===== src/rtl/swc_mpm_write_sched.sv =====
// -----------------------------------------------------------------------------
// swc_mpm_write_sched
//   Write-side scheduler for the shared multiport packet memory. Every input
//   port that holds one complete memory line raises line_rdy_i. The block
//   grants the single wide SRAM write port to one of them per cycle in
//   round-robin order. It also generates the {page, offset} line address.
//   For each port it tracks the current page and offset, keeps a one-deep
//   next-page prefetch slot, and signals page end toward the page allocator.
//
//   Optional feature macro: SWC_SCHED_STRICT_PRIO_EN
//     defined   : port 0 has strict priority. The round-robin pointer only
//                 moves on grants to ports 1..N-1.
//     undefined : all ports are equal round-robin participants.
//
// Ports
//   clk_i         system clock
//   rst_i         synchronous reset, active-high
//   line_rdy_i    per port: one complete line is waiting to be written
//   page_load_i   per port: 1-cycle strobe, load that port's page_addr_i slice
//   page_addr_i   page numbers, port p occupies slice p
//   grant_o       one-hot, 1-cycle grant pulse
//   mem_we_o      SRAM line write enable
//   mem_addr_o    SRAM line address {page, offset}
//   mem_sel_o     index of the granted port (SRAM data mux select)
//   pageend_o     per port: last line of the current page written
//   page_valid_o  per port: a current page is held
//   stall_o       per port: line ready but no current page (registered)
//   load_err_o    per port, sticky: page load arrived with both slots full
// -----------------------------------------------------------------------------
module swc_mpm_write_sched #(
  parameter int g_num_ports         = 11,
  parameter int g_page_addr_width   = 10,
  parameter int g_page_offset_width = 2,
  parameter int g_port_sel_width    = 4
) (
  input  logic                                         clk_i,
  input  logic                                         rst_i,
  input  logic [g_num_ports-1:0]                       line_rdy_i,
  input  logic [g_num_ports-1:0]                       page_load_i,
  input  logic [g_num_ports*g_page_addr_width-1:0]     page_addr_i,
  output logic [g_num_ports-1:0]                       grant_o,
  output logic                                         mem_we_o,
  output logic [g_page_addr_width+g_page_offset_width-1:0] mem_addr_o,
  output logic [g_port_sel_width-1:0]                  mem_sel_o,
  output logic [g_num_ports-1:0]                       pageend_o,
  output logic [g_num_ports-1:0]                       page_valid_o,
  output logic [g_num_ports-1:0]                       stall_o,
  output logic [g_num_ports-1:0]                       load_err_o
);

  localparam int PW = g_page_addr_width;
  localparam int OW = g_page_offset_width;
  localparam int SW = g_port_sel_width;
  localparam int AW = PW + OW;
  localparam logic [SW:0]   LP_N       = (SW+1)'(g_num_ports);
  localparam logic [OW-1:0] LP_OFF_ONE = OW'(1);
`ifdef SWC_SCHED_STRICT_PRIO_EN
  localparam logic [g_num_ports-1:0] LP_PORT0 = g_num_ports'(1);
`endif

  logic [g_num_ports-1:0] r_grant;
  logic                   r_we;
  logic [AW-1:0]          r_addr;
  logic [SW-1:0]          r_sel;
  logic [g_num_ports-1:0] r_stall;
  logic [SW-1:0]          r_rr_ptr;

  logic [g_num_ports-1:0] w_cur_valid;
  logic [g_num_ports-1:0] w_pageend;
  logic [g_num_ports-1:0] w_load_err;
  logic [PW-1:0]          w_cur_page [g_num_ports];
  logic [OW-1:0]          w_offset   [g_num_ports];

  logic [g_num_ports-1:0] w_elig;
  logic [g_num_ports-1:0] w_rr_elig;
  logic                   w_rr_hit;
  logic [SW-1:0]          w_rr_idx;
  logic [SW:0]            w_rr_sum;
  logic                   w_win;
  logic [SW-1:0]          w_win_idx;
  logic                   w_rr_upd;
  logic [g_num_ports-1:0] w_win_oh;

  // A port granted last cycle still shows its stale request, so it is masked.
  assign w_elig = line_rdy_i & w_cur_valid & ~r_grant;

`ifdef SWC_SCHED_STRICT_PRIO_EN
  assign w_rr_elig = w_elig & ~LP_PORT0;
`else
  assign w_rr_elig = w_elig;
`endif

  // Round-robin search starting one past the last winner, wrapping modulo N.
  always_comb begin
    w_rr_hit = 1'b0;
    w_rr_idx = '0;
    w_rr_sum = '0;
    for (int i = 1; i <= g_num_ports; i++) begin
      w_rr_sum = {1'b0, r_rr_ptr} + (SW+1)'(i);
      if (w_rr_sum >= LP_N) w_rr_sum = w_rr_sum - LP_N;
      if (!w_rr_hit && w_rr_elig[w_rr_sum[SW-1:0]]) begin
        w_rr_hit = 1'b1;
        w_rr_idx = w_rr_sum[SW-1:0];
      end
    end
  end

  always_comb begin
`ifdef SWC_SCHED_STRICT_PRIO_EN
    if (w_elig[0]) begin
      w_win     = 1'b1;
      w_win_idx = '0;
      w_rr_upd  = 1'b0;
    end else begin
      w_win     = w_rr_hit;
      w_win_idx = w_rr_idx;
      w_rr_upd  = w_rr_hit;
    end
`else
    w_win     = w_rr_hit;
    w_win_idx = w_rr_idx;
    w_rr_upd  = w_rr_hit;
`endif
  end

  always_comb begin
    w_win_oh = '0;
    if (w_win) w_win_oh[w_win_idx] = 1'b1;
  end

  always_ff @(posedge clk_i) begin
    if (rst_i) begin
      r_grant  <= '0;
      r_we     <= 1'b0;
      r_addr   <= '0;
      r_sel    <= '0;
      r_stall  <= '0;
      r_rr_ptr <= SW'(g_num_ports - 1);
    end else begin
      r_grant <= w_win_oh;
      r_we    <= w_win;
      r_addr  <= w_win ? {w_cur_page[w_win_idx], w_offset[w_win_idx]} : '0;
      r_sel   <= w_win ? w_win_idx : '0;
      r_stall <= line_rdy_i & ~w_cur_valid;
      if (w_rr_upd) r_rr_ptr <= w_win_idx;
    end
  end

  // Per-port page/offset tracking with one-deep next-page slot.
  for (genvar p = 0; p < g_num_ports; p++) begin : g_port
    logic          r_cv, r_nv, r_pe, r_err;
    logic [PW-1:0] r_cp, r_np;
    logic [OW-1:0] r_off;
    logic          w_cv_d, w_nv_d, w_pe_d, w_err_d;
    logic [PW-1:0] w_cp_d, w_np_d, w_ld_page;
    logic [OW-1:0] w_off_d;

    assign w_ld_page = page_addr_i[p*PW +: PW];

    always_comb begin
      w_cv_d  = r_cv;
      w_nv_d  = r_nv;
      w_cp_d  = r_cp;
      w_np_d  = r_np;
      w_off_d = r_off;
      w_pe_d  = 1'b0;
      w_err_d = r_err;
      // Page-end promotion is resolved before any load in the same cycle.
      if (w_win_oh[p]) begin
        w_off_d = r_off + LP_OFF_ONE;
        if (&r_off) begin
          w_pe_d = 1'b1;
          if (r_nv) begin
            w_cp_d = r_np;
            w_nv_d = 1'b0;
          end else begin
            w_cv_d = 1'b0;
          end
        end
      end
      if (page_load_i[p]) begin
        if (!w_cv_d) begin
          w_cp_d  = w_ld_page;
          w_cv_d  = 1'b1;
          w_off_d = '0;
        end else if (!w_nv_d) begin
          w_np_d = w_ld_page;
          w_nv_d = 1'b1;
        end else begin
          w_err_d = 1'b1;
        end
      end
    end

    always_ff @(posedge clk_i) begin
      if (rst_i) begin
        r_cv  <= 1'b0;
        r_nv  <= 1'b0;
        r_off <= '0;
        r_pe  <= 1'b0;
        r_err <= 1'b0;
      end else begin
        r_cv  <= w_cv_d;
        r_nv  <= w_nv_d;
        r_off <= w_off_d;
        r_pe  <= w_pe_d;
        r_err <= w_err_d;
      end
    end

    // Page numbers are qualified by the valid flags and need no reset.
    always_ff @(posedge clk_i) begin
      r_cp <= w_cp_d;
      r_np <= w_np_d;
    end

    assign w_cur_valid[p] = r_cv;
    assign w_cur_page[p]  = r_cp;
    assign w_offset[p]    = r_off;
    assign w_pageend[p]   = r_pe;
    assign w_load_err[p]  = r_err;
  end

  assign grant_o      = r_grant;
  assign mem_we_o     = r_we;
  assign mem_addr_o   = r_addr;
  assign mem_sel_o    = r_sel;
  assign pageend_o    = w_pageend;
  assign page_valid_o = w_cur_valid;
  assign stall_o      = r_stall;
  assign load_err_o   = w_load_err;

endmodule


===== config.mk =====
export PLATFORM = sky130hd
export DESIGN_NAME = swc_mpm_write_sched
export DESIGN_NICKNAME = d
export VERILOG_FILES = /design/src/rtl/swc_mpm_write_sched.sv
export SDC_FILE = /design/constraint.sdc
export NUM_CORES = 1
export LEC_CHECK = 0
export BUFFER_PORTS_ARGS = -buffer_cell sky130_fd_sc_hd__buf_4
export CAP_MARGIN = 5
export CORE_MARGIN = 2
export CORE_UTILIZATION = 40
export DETAILED_ROUTE_END_ITERATION = 10
export GPL_TIMING_DRIVEN = 0
export RECOVER_POWER = 50
export SYNTH_ARGS = -nofsm -noshare
export SYNTH_HDL_FRONTEND = slang
export SYNTH_SLANG_ARGS = --single-unit

===== constraint.sdc =====
create_clock -name clk_i -period 17.57 [get_ports clk_i]
set_input_delay 5.271 -clock clk_i [delete_from_list [all_inputs] [get_ports clk_i]]
set_output_delay 5.271 -clock clk_i [all_outputs]
set_load 0.05 [all_outputs]

==> results of run 1 <==
-- stage by stage --
step,instance area (µm²),util [%]
2_1_floorplan,18870,-
3_3_place_gp,21170,45.46
3_5_place_dp,21210,45.56
4_1_cts,22330,47.96
5_1_grt,21640,46.49
6_report,21640,46.49
-- state kept, by name, summed over array words and instances, names as in the netlist --
signal,count
g_port.r_cp,110
g_port.r_cv,11
g_port.r_err,11
g_port.r_np,110
g_port.r_nv,11
g_port.r_off,22
g_port.r_pe,11
grant_o,11
mem_addr_o,12
mem_sel_o,4
mem_we_o,1
r_rr_ptr,4
stall_o,11
-- kinds of logic (layout without fill, tap and decap cells) --
group,Yosys count,count (layout),synth area share (%)
and+or+nand+nor,585,585,16.20
AOI/OAI and AO/OA,532,532,19.45
DFF,329,329,40.74
muxes,258,258,14.47
buffers and inverters,190,459,5.179
xor gates and xnor gates,41,41,2.062
adders and majority gates,29,29,1.897
-- layout make-up --
type,count,area share [%]
Clock buffer,50,4.544
Multi-Input combinational cell,1445,46.67
Sequential cell,329,35.52
Clock inverter,12,0.6186
Buffer,150,3.741
Tap cell,607,3.509
Timing Repair Buffer,207,4.700
Inverter,40,0.6938
-- metal layers --
layer  GRT usage (%)  wire, µm  vias to the layer above
met2           47.66     34240                      668
met5               0        33                        -
met4           11.58      2914                        4
li1                -         -                     7822
met3           3.930      3854                      171
met1           34.55     29350                     8230
-- worst paths after layout --
check | endpoint | start | slack, ps | cells after the start
max | g_port[5].r_np[1]$_DFFE_PP_ | line_rdy_i[3] | 5950 | 17
min | g_port[8].r_err$_SDFFE_PP0P_ | g_port[8].r_err$_SDFFE_PP0P_ | 470 | 2
max reg2reg | g_port[5].r_np[1]$_DFFE_PP_ | r_rr_ptr[3]$_SDFFE_PP1N_ | 8140 | 21
min reg2reg | g_port[8].r_err$_SDFFE_PP0P_ | g_port[8].r_err$_SDFFE_PP0P_ | 470 | 2
-- placed cells by master (no fill, tap or decap), types with 11 or more instances in the layout --
master,n
a211oi_1,23
a21o_1,12
a21oi_1,140
a31oi_1,24
a32oi_1,14
and2_1,13
and3_1,24
buf_2,35
buf_4,63
clkbuf_1,220
clkbuf_16,36
clkbuf_4,39
dfxtp_1,219
edfxtp_1,110
ha_1,27
inv_1,39
mux2_2,89
mux2i_1,158
nand2_1,165
nand2b_1,18
nand3_1,42
nand3b_1,15
nand4_1,12
nor2_1,132
nor2b_1,13
nor3_1,65
nor3b_1,11
o211ai_1,36
o21ai_0,99
o21ai_1,15
o22ai_1,21
or3_1,12
xnor2_1,27
-- worst register-to-register path, cell delays in order, from the launching register on --
cell and delay (ps):
dfxtp_1 380, buf_4 220, inv_1 190, buf_2 320, buf_1 630, ha_1 290, clkbuf_1 530, nand2_1 230
a21oi_1 190, o22ai_1 100, a2111oi_0 1010, o211ai_1 270, nand2b_1 140, clkbuf_1 320, or2_0 270, o21ai_0 130
a41o_1 300, o311ai_0 1370, clkbuf_1 640, nand4_1 520, xnor2_1 310, nor3_2 680
==> summary by stage, run 1 <==
Yosys
The main flop type after synthesis is dfxtp_1. Counting flops with an async set or reset pin after synthesis yields a share of 0%. The sequential cell area fraction in the yosys report is 40.74%. The number of warning messages in the yosys log is 0. Counting instances in the post-synthesis netlist gives the leading cell types as dfxtp_1 (219), nand2_1 (165), mux2i_1 (158), a21oi_1 (139), nor2_1 (132). The number of cells produced by synthesis is 1964. The mean instance size in the synthesized netlist is between 9 and 10 µm².

Ranked by total cell area, the synthesized netlist is headed by dfxtp_1 (23%), edfxtp_1 (18%), mux2i_1 (8.4%), mux2_2 (5.3%), a21oi_1 (3.7%). The cell area after technology mapping is 18870 µm². After synthesis, the largest area contributor takes up 23.24% of total cell area. Yosys mapped a number of flops with a built-in enable equal to 110.

The synthesis-stage register bit count is 329. The library cell occupying the most area in the post-synthesis netlist is dfxtp_1. Synthesis instantiated 114 different standard cells from the library. Synthesis produced a netlist with a net count of about 2100. The most frequently used cell type in the post-synthesis netlist is dfxtp_1.

Floorplanning
Measured along the x axis, the die boundary spans ~220 µm. The placement row count is 79. The die area is 48920 µm². The initial utilization of the core area, before any placement, comes to 40.53%.

The floorplan step set the die height to 221.2 µm. The total core area is 46560 µm². In this run the count of I/O pins placed on the die edge is a little over 200.

Clocking
The H-tree generated during clock tree synthesis spans 2 levels. The maximum buffer depth of the clock tree is 3. The number of setup buffers added after CTS is 0. The TritonCTS clock tree is yes.

The library cell used as clock root buffer is clkbuf_16. The number of gates resized after CTS is 0. The sink count of the clock tree is 329. Clock-pin slew was measured on the worst setup and hold paths at 60 ps. Clock tree synthesis inserted a total of 34 buffers.

After clock tree synthesis, the flow added hold-fix buffers numbering 0. The clock reaches the later pin of the worst-skew pair after between 500 and 600 ps.

STA
The final-report setup violation count is 0. Of the available clock period, the critical path in the final layout requires 66.12%. The max-slew violation count is 30. The worst pin sits at a relative slew slack of -16.66%.

The number of failing hold endpoints at the final stage is 0. The worst path meets setup with 5953 ps of slack. The clock tree skew after final layout is 13.21 ps. The final-layout setup total negative slack is 0 ps. For the pin with the worst max-slew slack, the measured transition is about 1700 ps. Setup repair after global routing left no endpoint under its margin. The minimum clock period is 11620 ps. The worst hold slack is 471.1 ps. The maximum clock rate is 0.08608 GHz.

Setup path
The worst path arrival time is 11770 ps. The cell type group with the largest total delay on the critical path is compound AO/OA/AOI/OAI gates. On the worst path, the slowest cell contributes a delay of approximately 1400 ps. The kind of capture point of the worst setup path is a register. Of all nets on the critical path, the largest fanout is 10. The critical path start-end classification is primary input to register. The critical-path cell with the highest stage delay is o311ai_0. Together, buffers and inverters on the worst path number 4. The critical path goes through clkbuf_1, nand2_1, or2_2, clkbuf_1, a311oi_1, a21oi_1, o32ai_1, nand2b_1, clkbuf_1, or2_0, o21ai_0, a41o_1, o311ai_0, clkbuf_1, nand4_1, xnor2_1, nor3_2. Among the stages of the critical path, the cell type that occurs most often is clkbuf_1. The category of the worst setup path launch point is a primary input. At the worst endpoint, the required time is roughly 18000 ps.

GRT
The pin count of the biggest net entering global routing is 16. The number of antenna violations at the first check in global routing is 2. In the global route stage, overall resource usage came out at 27.64%. The number of global-route vias before repair is roughly 16000.

The global-route wire length before repair is 103600 µm. For this run the aggregate overflow at the end of global routing stands at 0.

Layout
The finished layout holds about 2800 standard cells, fillers aside. The net count of the finished layout is between 2000 and 2500. The filler cell count is 4593. Compared with the post-synthesis result, the final layout area differs by 14.70%. The number of antenna repair diodes is 0. Summing all flip-flop and latch instances after layout gives 7687 µm². Cells with a size suffix above 1 make up 15.54% of the layout.

The multi-input logic area is roughly 10000 µm².

Placement
The final weighted congestion in routability-driven placement is 0.9502. The HPWL after detailed placement is 54870 µm. The worst setup slack before clock tree synthesis is 6461 ps. The count of buffers from port buffering is 205.

The number of cells in the design after placement is approximately 2800.

Route
Across all layers, the routed design uses 16900 vias. The wire length per cell is around 25 µm. In the routed layout, each cell is associated on average with a via count of 5.949.

The final routed wirelength across all metal layers is 70400 µm. The starting DRC count in detailed routing is 1393. The number of DRC violations after detailed routing is 0. The total iterations of the first detailed-routing run is 6.

The number of nets still failing antenna checks after routing is 0.

Status
The checks that failed: max-capacitance violations, max-slew violations. The flow ran to the end, but the final reports show violations.

Run
The tool flagged a number of max-cap violations equal to 3.

Min path
The path category of the worst min-delay check is register to register.
Power of run 1 is left out: the tool's default activity adds up to more than one toggle a clock period on the data nets, which glitch-free logic cannot reach.
==> run 2: changes to the inputs <==
--- a/config.mk
+++ b/config.mk
@@ -5,6 +5,7 @@
 export SDC_FILE = /design/constraint.sdc
 export NUM_CORES = 1
 export LEC_CHECK = 0
+export ABC_AREA = 1
 export BUFFER_PORTS_ARGS = -buffer_cell sky130_fd_sc_hd__buf_4
 export CAP_MARGIN = 5
 export CORE_MARGIN = 2
==> constraint.sdc (replaced) <==
create_clock -name clk_i -period 11.4 [get_ports clk_i]
set_input_delay 3.42 -clock clk_i [delete_from_list [all_inputs] [get_ports clk_i]]
set_output_delay 3.42 -clock clk_i [all_outputs]
set_load 0.05 [all_outputs]
==> run 2 against run 1 <==
Largest cell class unchanged. Count of clock-buffer cells in the layout grew 7. Final cell count rose by 37%. Register-to-register slack worse by 4500 ps. Die area up 4.6%. The run now ends clean. Wire length rose by 1.5%. Sequential share of layout area is 1.7 points lower. Synthesized cell count rose by 51%. First-iteration DRC count grew 43%. Non-clock buffer count grew 40. Via count is 23% higher. Setup slack got worse by 4700 ps. Global-route usage is 0.26 points lower.
==> summary by stage, run 2 <==
Status
The flow ran to the end, and the final reports show no timing, DRC or antenna violations.

Setup path
The worst reg2reg path startpoint is g_port[2].r_cv$_SDFF_PP0_. The worst setup path is launched from a primary input. The worst path arrival time is 10300 ps (-1470 ps). The maximum fanout encountered on the critical timing path was 10 (unchanged). The launching element of the worst setup path is line_rdy_i[2].

The largest individual stage delay along the critical path comes from the cell a21oi_1. The most frequent cell on the critical path is nand3_1. Traced cell by cell, the critical path runs through buf_4, inv_1, nor3_1, clkinv_1, nand3_1, nand3_1, nand3_1, nand3_1, nand2_1, nor2_2, nand2_1, nor2_1, nand2_1, nand3_1, nor2_1, nand3_1, nor2_1, nand3_1, clkbuf_1, nor2_1, nand3_1, a21oi_1. The capturing point of the worst reg2reg path is g_port[8].r_np[2]$_DFFE_PP_. The highest cell delay on the worst timing path is 1030 ps (-340 ps). The setup slack on the worst flop-to-flop path is 3660 ps (-4480 ps). The critical path is of the primary input to register type. STA classifies the critical path endpoint as a register.

The required time of the critical path is 11570 ps (-6150 ps). The number of cells on the worst reg-to-reg path came to 21 (unchanged).

Placement
The worst setup slack before clock tree synthesis is 1906 ps (-4555 ps). The detailed placement HPWL is 53580 µm (-2.3%). The final weighted congestion in routability-driven placement is 0.9580 (+0.82%). The count of buffers from port buffering came to 204 (-0.49%).

Yosys
The post-synthesis net count is 3122 (+47%). By count the netlist is led by nand2_1 (991), inv_1 (265), o21ai_0 (244), nand3_1 (230), dfxtp_1 (219). Of all cell types, the one taking the most synthesized area is dfxtp_1. The most used flip-flop cell after synthesis is dfxtp_1. The count of unique library cells instantiated by Yosys came to 43 (-62%). The most frequently used cell type in the post-synthesis netlist is nand2_1. The number of warning messages in the yosys log is 0 (unchanged). The number of cells produced by synthesis came to 2961 (+51%). The mean instance size in the synthesized netlist is 6.673 µm² (-31%).

The cell area after technology mapping is 19760 µm² (+4.7%). The synthesis-stage register bit count is 329 (unchanged). The share of Yosys cell area claimed by the top area cell type is 22.19% (-1.0 points). The share of async-settable or async-resettable flops after synthesis is 0% (unchanged). The number of enable flip-flop cells after synthesis is 110 (unchanged). The sequential cell area fraction in the yosys report is 38.90% (-1.8 points).

In the post-synthesis netlist, the biggest area contributors are dfxtp_1 (22%), nand2_1 (19%), edfxtp_1 (17%), o21ai_0 (6.2%), nand3_1 (5.8%).

Clocking
The hold buffer count at CTS is 0 (unchanged). The CTS H-tree depth is 2 (unchanged). The clock-pin slew on the worst setup and hold paths is 60 ps (about the same). The later-pin clock latency in the skew report is 580 ps (+50 ps). The sink count of the clock tree was 329 (unchanged). The library cell used as clock root buffer is clkbuf_16.

The post-CTS setup-driven buffer insertion count is 0 (unchanged). The number of gates resized after CTS is 0 (unchanged). The CTS buffer count is 38 (+12%).

The maximum buffer depth of the clock tree is 3 (unchanged). TritonCTS built the clock tree.

STA
Dividing the final minimum period by the clock period gives approximately nine tenths. The setup slack of the critical path after layout is 1270 ps (-4682 ps). The clock tree skew after final layout is 30.57 ps (+17.37 ps). The worst slew margin relative to its limit is 8.199% (+25 points). The worst hold slack came to 448.3 ps (-22.72 ps). The maximum clock rate is 0.09872 GHz.

The final-report setup violation count is 0 (unchanged). Setup repair after global routing left no endpoint under its margin. The measured slew at the worst slew-check pin was 1367 ps (-361.5 ps). The final-layout setup total negative slack was 0 ps (unchanged). The number of failing hold endpoints at the final stage is 0 (unchanged). The max-slew violation count came to 0 (-100%).

The minimum clock period is about 10000 ps.

GRT
The global-route wire length before repair was 108400 µm (+4.6%). The number of global-route vias before repair came to 19650 (+20%). The number of antenna violations at the first check in global routing came to 7 (+5). The global route total overflow was 0 (unchanged). The global routing usage summed across all routing layers was 27.38% (-0.26 points).

The pin count of the biggest net entering global routing is 15 (-1).

Floorplanning
The die area is 51190 µm² (+4.6%). The number of ports placed on the die boundary was 206 (unchanged). The total core area is 48850 µm² (+4.9%).

The floorplan die height was 226.3 µm (+2.3%). The chip width is 226.3 µm (+2.3%). The initial cell density of the core came to 40.45% (-0.077 points). The placement row count is 81 (+2.5%).

Route
The wire length per cell is 18.31 µm (-26%). The number of DRC violations after detailed routing is 0 (unchanged). The final routed wirelength across all metal layers is 71430 µm (+1.5%). The ratio of routed vias to standard cells was 5.307 (-11%).

The total via count in the routed design came to 20700 (+23%). The starting DRC count in detailed routing is 1989 (+43%). The number of nets still failing antenna checks after routing is 0 (unchanged). The total iterations of the first detailed-routing run is 5 (-1).

Layout
The area growth from synthesis to layout is 15.11%. The final cell utilization of the core is 46.56% (+0.077 points). The number of antenna repair diodes is 0 (unchanged). Leaving out fill and tap cells, the most frequent cell in the layout is nand2_1.

Leaving out fill and tap cells, the most frequent cells in the layout are nand2_1 (999), inv_1 (266), clkbuf_1 (252), o21ai_0 (247), nand3_1 (234). The largest registers in the layout are g_port.r_cp (110), g_port.r_np (110), g_port.r_off (22). The share of layout cells above drive strength 1 came to 8.310% (-7.2 points). The layout net count came to 3368 (+42%).

Min path
The end point of the worst hold path is g_port[10].r_err$_SDFFE_PP0P_. The path category of the worst min-delay check is register to register. The startpoint identified for the worst hold timing path is g_port[10].r_err$_SDFFE_PP0P_. The depth of the worst hold-timing path is 2 (unchanged).

Run
The number of maximum-capacitance constraint violations is 0 (-3).
## run 2: how the worst max path moves through the flow
stage	endpoint	slack [ps]	cells after the start
floorplan	g_port[10].r_np[0]$_DFFE_PP_	4560	22
global placement	g_port[2].r_np[7]$_DFFE_PP_	1480	23
detailed placement	g_port[3].r_np[2]$_DFFE_PP_	1910	22
CTS	g_port[3].r_np[6]$_DFFE_PP_	2470	22
global route	g_port[8].r_np[2]$_DFFE_PP_	1150	22
finish	g_port[8].r_np[2]$_DFFE_PP_	1270	22
## run 2: layer usage
layer  GRT usage (%)  part of all wire [%]  vias to the layer above  wire [µm]
met5               0                 0.092                        -         66
met4           10.40                   3.7                       10       2625
met3           4.600                   6.9                      152       4915
met2           45.58                    46                      743      32920
met1           35.52                    43                     9661      30900
li1                -                     -                    10140          -
## run 2: through the flow
stage | cells | area [µm²]
global placement | 3829 | 22120
detailed placement | 3831 | 22160
global route | 3901 | 22750
floorplan | 2961 | 19760
CTS | 3901 | 23370
finish | 3901 | 22750
## run 2: logic make-up after synthesis
logic type,after synthesis,share of synthesized area (%)
DFF,329,38.90
buffers and inverters,475,10.24
and+or+nand+nor,1605,34.74
xor gates and xnor gates,20,0.8864
AOI/OAI and AO/OA,505,13.52
adders and majority gates,27,1.710
## run 2: area by class of cell
type / instances / area [µm²]
repair buffers: 206 / 1044
well taps: 664 / 830.8
clock buffers: 57 / 1116
flip-flops and latches: 329 / 7687
multi-input cells: 2157 / 9976
inverters: 284 / 1072
fillers: 5219 / 26100
plain buffers: 191 / 923.4
clock inverters: 13 / 96.34
## run 2: critical path, delay by kind of cell
kind                   cells  cell delay, ps
and+or+nand+nor           17            4440
AOI/OAI and AO/OA          1            1030
buffers and inverters      4            1380
Power of run 2 is left out for the same reason.
==> run 3: changes to the inputs <==
--- a/config.mk
+++ b/config.mk
@@ -13,6 +13,8 @@
 export DETAILED_ROUTE_END_ITERATION = 10
 export GPL_TIMING_DRIVEN = 0
 export RECOVER_POWER = 50
+export SKIP_CTS_REPAIR_TIMING = 1
 export SYNTH_ARGS = -nofsm -noshare
 export SYNTH_HDL_FRONTEND = slang
 export SYNTH_SLANG_ARGS = --single-unit
+export TNS_END_PERCENT = 10
==> constraint.sdc (replaced) <==
create_clock -name clk_i -period 8.2 [get_ports clk_i]
set_input_delay 2.46 -clock clk_i [delete_from_list [all_inputs] [get_ports clk_i]]
set_output_delay 2.46 -clock clk_i [all_outputs]
set_load 0.05 [all_outputs]
==> run 3 against run 2 <==
Utilization is 0.11 points higher. Design area is 0.24% higher. Setup slack worse by 1100 ps. Register-to-register slack worse by 2000 ps. Flip-flop and latch count stayed put. Count of clock-buffer cells in the layout stayed put. Via count is 0.49% higher. Wire length hardly changed. Global-route usage stayed put. Critical path depth is 1 higher. Sequential share of layout area is 0.080 points lower. Die area stayed put. Critical endpoint is now g_port[10].r_np[5]$_DFFE_PP_.
==> summary by stage, run 3 (synthesis gave the netlist of run 2 again) <==
GRT
The pin count of the biggest net entering global routing is 15 (unchanged). The number of antenna violations at the first check in global routing is 7 (unchanged). The global route total overflow is 0 (unchanged).

The global-route wire length before repair is 108400 µm (unchanged). The number of global-route vias before repair was 19650 (unchanged). The global routing usage summed across all routing layers is 27.38% (unchanged).

STA
The measured slew at the worst slew-check pin is 1361 ps (-5.866 ps). The final-report setup violation count is 0 (unchanged). The clock tree skew after final layout is 31.55 ps (+0.9813 ps). The minimum clock period is 8009 ps.

The max-slew violation count is 0 (unchanged). Static timing analysis puts the maximum clock frequency at 0.1249 GHz. The setup slack of the critical path after layout is 191.0 ps (-1079 ps). The number of failing hold endpoints at the final stage came to 0 (unchanged).

Setup repair after global routing left no endpoint under its margin. The final clock period utilization by the worst path is slightly below 100%. The final-layout setup total negative slack is 0 ps (unchanged). The worst slew margin relative to its limit is 8.796% (+0.60 points).

Route
The starting DRC count in detailed routing is 2104 (+5.8%). The final routed wirelength across all metal layers was 71440 µm (about the same). The number of DRC violations after detailed routing is 0 (unchanged). The ratio of routed vias to standard cells is 5.333 (+0.49%).

The total via count in the routed design was 20810 (+0.49%). The wire length per cell was 18.31 µm (about the same). The number of nets still failing antenna checks after routing is 0 (unchanged).

The total iterations of the first detailed-routing run is 6 (+1).

Clocking
The later-pin clock latency in the skew report is 580 ps (about the same). The library cell used as clock root buffer is clkbuf_16. The CTS H-tree depth was 2 (unchanged). The clock-pin slew on the worst setup and hold paths is 50 ps (about the same). The maximum buffer depth of the clock tree is 3 (unchanged).

The CTS buffer count is 38 (unchanged). TritonCTS built the clock tree. The sink count of the clock tree was 329 (unchanged).

Floorplanning
The initial cell density of the core is 40.45% (unchanged). The placement row count is 81 (unchanged). The floorplan die height came to 226.3 µm (unchanged). The number of ports placed on the die boundary is 206 (unchanged). The chip width came to 226.3 µm (unchanged). The die area is 51190 µm² (unchanged). The total core area is 48850 µm² (unchanged).

Layout
The number of standard cells in the layout, taps in and fillers out is 3901 (unchanged). The filler cell count was 5206 (-0.25%). The largest registers in the layout are g_port.r_cp (110), g_port.r_np (110), g_port.r_off (22). The most common library cell in the layout ignoring fill and taps is nand2_1. The top cell types in the final layout, fill and taps aside, are nand2_1 (998), inv_1 (266), clkbuf_1 (255), o21ai_0 (245), nand3_1 (232). The number of antenna repair diodes is 0 (unchanged). The signed area change from the synthesized netlist to the final layout is 15.38%. The share of layout cells above drive strength 1 was 8.557% (+0.25 points). The layout net count was 3368 (unchanged).

The multi-input logic area came to 10030 µm² (+0.54%). The area occupied by registers is 7687 µm² (unchanged).

Min path
For hold timing, the worst endpoint is g_port[10].r_err$_SDFFE_PP0P_. The worst hold path startpoint is g_port[10].r_err$_SDFFE_PP0P_. The depth of the worst hold-timing path is 2 (unchanged). The min-delay analysis places its worst path in the category register to register.

Setup path
The worst path arrival time came to 8190 ps (-2110 ps). The worst reg2reg path startpoint is g_port[2].r_cv$_SDFF_PP0_. The worst setup path is launched from a primary input.

The critical-path cell with the highest stage delay is nor3_1. The setup slack on the worst flop-to-flop path is 1630 ps (-2030 ps). The required time of the critical path is 8390 ps (-3180 ps). The worst setup path is captured at a register. The critical path goes through buf_4, inv_1, nor3_1, clkinv_1, nand3_1, nand2_1, nand2_1, nand3_1, nand3_1, nand2_1, nand3_1, nor2_1, nor2_1, nand3_1, nor2_1, nand3_1, nor2_4, nand3_1, nor2_1, buf_4, buf_2, nand3_1, a21oi_2. The highest cell delay on the worst timing path is 890 ps (-140 ps). The most frequent cell on the critical path is nand3_1. In this run the critical register-to-register path is captured at g_port[10].r_np[5]$_DFFE_PP_.

The number of cells on the worst reg-to-reg path was 22 (+4.8%). The maximum fanout encountered on the critical timing path is 10 (unchanged). The critical path start-end classification is primary input to register.

Placement
The number of cells in the design after placement is 3831 (unchanged). The detailed placement HPWL is 53580 µm (unchanged). The final weighted congestion in routability-driven placement was 0.9580 (unchanged). The count of buffers from port buffering was 204 (unchanged).

The worst setup slack before clock tree synthesis is -334.2 ps (-2240 ps).

Status
The flow ran to the end, and the final reports show no timing, DRC or antenna violations.

Run
The number of maximum-capacitance constraint violations is 0 (unchanged).
## run 3: per-stage QoR
step                util (%)  instance area (µm²)  hold slack [ps]
floorplan                  -                19760            430.4
global placement       45.29                22120            442.2
detailed placement     45.35                22160            441.1
CTS                    47.84                23370            449.7
global route           46.67                22800            484.6
finish                 46.67                22800            447.6
## run 3: layout make-up
class                           count  share of cell area [%]
Inverter                          284                   4.703
Multi-Input combinational cell   2157                   43.99
Buffer                            191                   4.050
Tap cell                          664                   3.644
Sequential cell                   329                   33.72
Clock buffer                       57                   4.895
Clock inverter                     13                  0.4226
Timing Repair Buffer              206                   4.577
## run 3: critical path, delay by kind of cell
family / cells / cell delay [ps]
buffers and inverters: 5 / 1560
AOI/OAI and AO/OA: 1 / 560
and+or+nand+nor: 17 / 3580
## run 3: worst max path at each step
stage                   start                           end  slack (ps)  cells past startpoint
2_1_floorplan  line_rdy_i[10]  g_port[10].r_np[0]$_DFFE_PP_        2320                     22
3_3_place_gp    line_rdy_i[0]   g_port[2].r_np[7]$_DFFE_PP_        -760                     23
3_5_place_dp    line_rdy_i[2]   g_port[3].r_np[2]$_DFFE_PP_        -330                     22
4_1_cts         line_rdy_i[2]   g_port[3].r_np[6]$_DFFE_PP_         230                     22
5_1_grt         line_rdy_i[2]  g_port[10].r_np[2]$_DFFE_PP_          60                     23
6_report        line_rdy_i[2]  g_port[10].r_np[5]$_DFFE_PP_         190                     23
## run 3: layer usage
layer,track usage (%),part of all wire [%],vias to the layer above
met3,4.600,7.3,151
met1,35.52,43,9692
li1,-,-,10150
met5,0,0.088,-
met2,45.58,46,805
met4,10.40,3.7,10
Power of run 3 is left out for the same reason.
